### config.mk
export PLATFORM = sky130hd
export DESIGN_NAME = vga_mux4
export DESIGN_NICKNAME = d
export VERILOG_FILES = /design/src/rtl/vga_mux4.sv
export SDC_FILE = /design/constraint.sdc
export NUM_CORES = 1
export LEC_CHECK = 0
export BUFFER_PORTS_ARGS = -buffer_cell sky130_fd_sc_hd__buf_4
export CORE_ASPECT_RATIO = 1.4
export CORE_MARGIN = 3
export CORE_UTILIZATION = 36
export CTS_CLUSTER_SIZE = 30
export DETAILED_ROUTE_END_ITERATION = 16
export PLACE_DENSITY_LB_ADDON = 0.12
export SLEW_MARGIN = 15
export SYNTH_ARGS = -nofsm -noshare
export SYNTH_HDL_FRONTEND = slang
export SYNTH_SLANG_ARGS = --single-unit
### constraint.sdc
create_clock -name clk -period 0.8 [get_ports clk]
set_clock_uncertainty 0.05 [all_clocks]
set_input_delay 0.08 -clock clk [delete_from_list [all_inputs] [get_ports clk]]
set_output_delay 0.08 -clock clk [all_outputs]
set_load 0.1 [all_outputs]
### src/rtl/vga_mux4.sv
// ============================================================================
// Module   : vga_mux4
// Purpose  : Registered 4:1 quadrant colour selector for the VGA pixel path.
//            Optional blanking input enabled by defining VGA_MUX4_BLANK_EN.
// Revision : 1.0 - initial release
// ============================================================================
`default_nettype none

module vga_mux4 #(
    parameter int unsigned      WIDTH       = 24,
    parameter logic [WIDTH-1:0] RESET_COLOR = '0
) (
    input  logic             clk,
    input  logic             rst_n,
    input  logic             en,
    input  logic [WIDTH-1:0] r1,
    input  logic [WIDTH-1:0] r2,
    input  logic [WIDTH-1:0] r3,
    input  logic [WIDTH-1:0] r4,
    input  logic [1:0]       s,
`ifdef VGA_MUX4_BLANK_EN
    input  logic             blank,
`endif
    output logic [WIDTH-1:0] color
);

    logic [WIDTH-1:0] color_q;
    logic [WIDTH-1:0] color_d;
    logic [WIDTH-1:0] w_sel;

    // Unknown selects must yield X rather than silently falling back to r1.
    always_comb begin
        w_sel = 'x;
        case (s)
            2'b00:   w_sel = r1;
            2'b01:   w_sel = r2;
            2'b10:   w_sel = r3;
            2'b11:   w_sel = r4;
            default: w_sel = 'x;
        endcase
    end

    always_comb begin
        color_d = color_q;
        if (en) begin
`ifdef VGA_MUX4_BLANK_EN
            color_d = blank ? '0 : w_sel;
`else
            color_d = w_sel;
`endif
        end
    end

    always_ff @(posedge clk or negedge rst_n) begin
        if (!rst_n) begin
            color_q <= RESET_COLOR;
        end else begin
            color_q <= color_d;
        end
    end

    assign color = color_q;

endmodule

`default_nettype wire

==> run metrics <==
status finished with violations; failing checks negative setup slack; max reg flops 24; Synth warnings 0; routed vias 1644; pre-CTS setup slack -226 ps; Ports 125; clock period minus worst slack 1090 ps; worst setup margin -288 ps; worst hold slack 78.4 ps; input/output buffers 124; DRT antenna net count 0; Critical-path top delay cell dfrtp_4; Overflow after GRT 0; max incr delay on CP 510 ps; Post-DP HPWL 3790 um; NetSw 0.00223 W; sequential-to-total area share from yosys stat 38.0%; Max Clock Freq 919 MHz; Slew Viols, Final 0; final setup vio count 48; Pwr Total 0.00538 W; CTS tree yes; Max VDD drop 1.01 mV; multi-input logic area 986 um^2; drt drc 0; critical path required time 670 ps; Sink Count 24; Placement Rows 27; die area 5240 um^2; number of global-route vias before repair 1735; clk slew on worst S/H paths 90 ps; RSZ-0062 raised after global routing yes; clk_lat worst skew 260 ps; worst rel slew slack 78.2%; CTS buffer count 3; critical path endpoint category output port; Placer Congestion 0.779; sw frac 41.4%; syn_area_per_cell 11.7 um^2; fraction of layout cells with a size suffix above 1 70.7%; number of antenna violations at the first check in global routing 0; Tightest Pin Transition 328 ps; routed len/inst 16.3 um; first-pass GRT wire length 7990 um; most common cell after layout, fill and taps aside buf_4; P_leak 1.50 nW; Data arrival, critical path 960 ps; wirelength, routed 5290 um; #FFs+latches synth 24; Hold Fails Final Rpt 0; Crit path max-delay family flip-flops; worst min-delay path class input pin to register; critical path startpoint category register; syn nets 236; Initial Util 38.7%; Die Y 84.4 um; Max clock buf depth 2; Tot GR Track Use 19.9%; M1 GR Usage 21.3%; DP Area 2690 um^2; Inst Count DP 318; CP cell instances buf_12; H-tree Lvls 1; final worst-path cycle share 136%; Int Pwr 0.00315 W; Die Wd 62.0 um; Bufs and invs on worst path 1; Crit Path Class register to output port; sequential fraction of design power 30.6%; pwr/cell area 1680 nW/um^2; DRT Pass-1 Iters 4; synth unique cells 11; vias per inst 5.07; final net count 368; Final Non-Filler Cells 324; Clk network pwr share 15.8%; cells after synthesis 135; Area Overhead vs Synth 102%; GR peak layer met2; register area 691 um^2; critical path fanouts, max 2; core area 4090 um^2; final non-filler cell area 3200 um^2; fillers 273; Comb pwr share 53.6%; most frequent cells in the layout buf_4, mux2i_1, buf_12; First DRT Iteration DRCs 43; Mapped Area 1580 um^2; largest net degree at the start of global routing 25; met3 Track Usage GR 4.00%; Root Driver clkbuf_8; met2 Use GR 38.0%; ant diodes 0; MaxCap Viol Count 0
-- cells in the mapped netlist --
cell type,number,share of area (%)
buf_1,1,0.24
buf_12,3,3.8
buf_2,2,0.63
buf_6,3,2.1
clkbuf_1,2,0.47
clkbuf_4,2,0.95
dfrtp_1,24,38
mux2i_1,48,30
nand2_1,1,0.24
nand2b_1,25,9.9
o221ai_1,24,13
-- layer usage --
layer	vias to the layer above	wire length, um
met5	-	0
met4	0	38
met3	4	414
met2	77	3020
met1	784	1820
li1	779	-
-- cell families (layout without fill, tap and decap cells) --
logic type,after synthesis,in the layout,share of synthesized area (%)
compound gates,24,24,13.3
mux,48,48,30.4
simple gates,26,26,10.1
flops,24,24,38.0
buf+inv,13,144,8.23
-- final cells by class --
cell class	instances	area share [%]
tap	58	2.27
multi-input combinational	98	30.8
sequential	24	21.6
clock buffer	4	1.72
timing repair buffer	140	43.6
-- repair_timing --
item	4_1_cts	5_1_grt
resized for setup	79	16
setup buffers	1	1
endpoints found under the setup margin	48	48
hold buffers	1	0
endpoints found under the hold margin	24	0
-- final timing paths --
kind                       slack, ps                    end             startpoint  cells after the start
min                               80   color[0]$_DFFE_PN0P_                  r1[0]                      3
min in group asynchronous        190   color[5]$_DFFE_PN0P_                  rst_n                      2
min reg2reg                      540  color[20]$_DFFE_PN0P_  color[20]$_DFFE_PN0P_                      2
max in group asynchronous        230  color[17]$_DFFE_PN0P_                  rst_n                      2
max                             -290              color[10]  color[10]$_DFFE_PN0P_                      1
max reg2reg                     -130   color[5]$_DFFE_PN0P_   color[5]$_DFFE_PN0P_                      3
-- per-stage QoR --
| stage | utilization, % | TNS [ps] |
|---|---|---|
| 3_3_place_gp | 65.7 | -3870 |
| 2_1_floorplan | - | -4720 |
| 5_1_grt | 78.3 | -8970 |
| 4_1_cts | 75.9 | -7800 |
| 6_report | 78.3 | -7630 |
| 3_5_place_dp | 65.7 | -4380 |
-- power by group through the flow --
stage | sequential (W) | clock, W | combinational (W)
after floorplan | 0.00272 | 0 | 0.000447
after global placement | 0.00156 | 0 | 0.00234
after detailed placement | 0.00157 | 0 | 0.00236
after CTS | 0.00163 | 0.000856 | 0.00281
after global routing | 0.00167 | 0.000929 | 0.00300
final | 0.00165 | 0.000849 | 0.00288
Note: power is estimated with default switching activity, not from simulation.
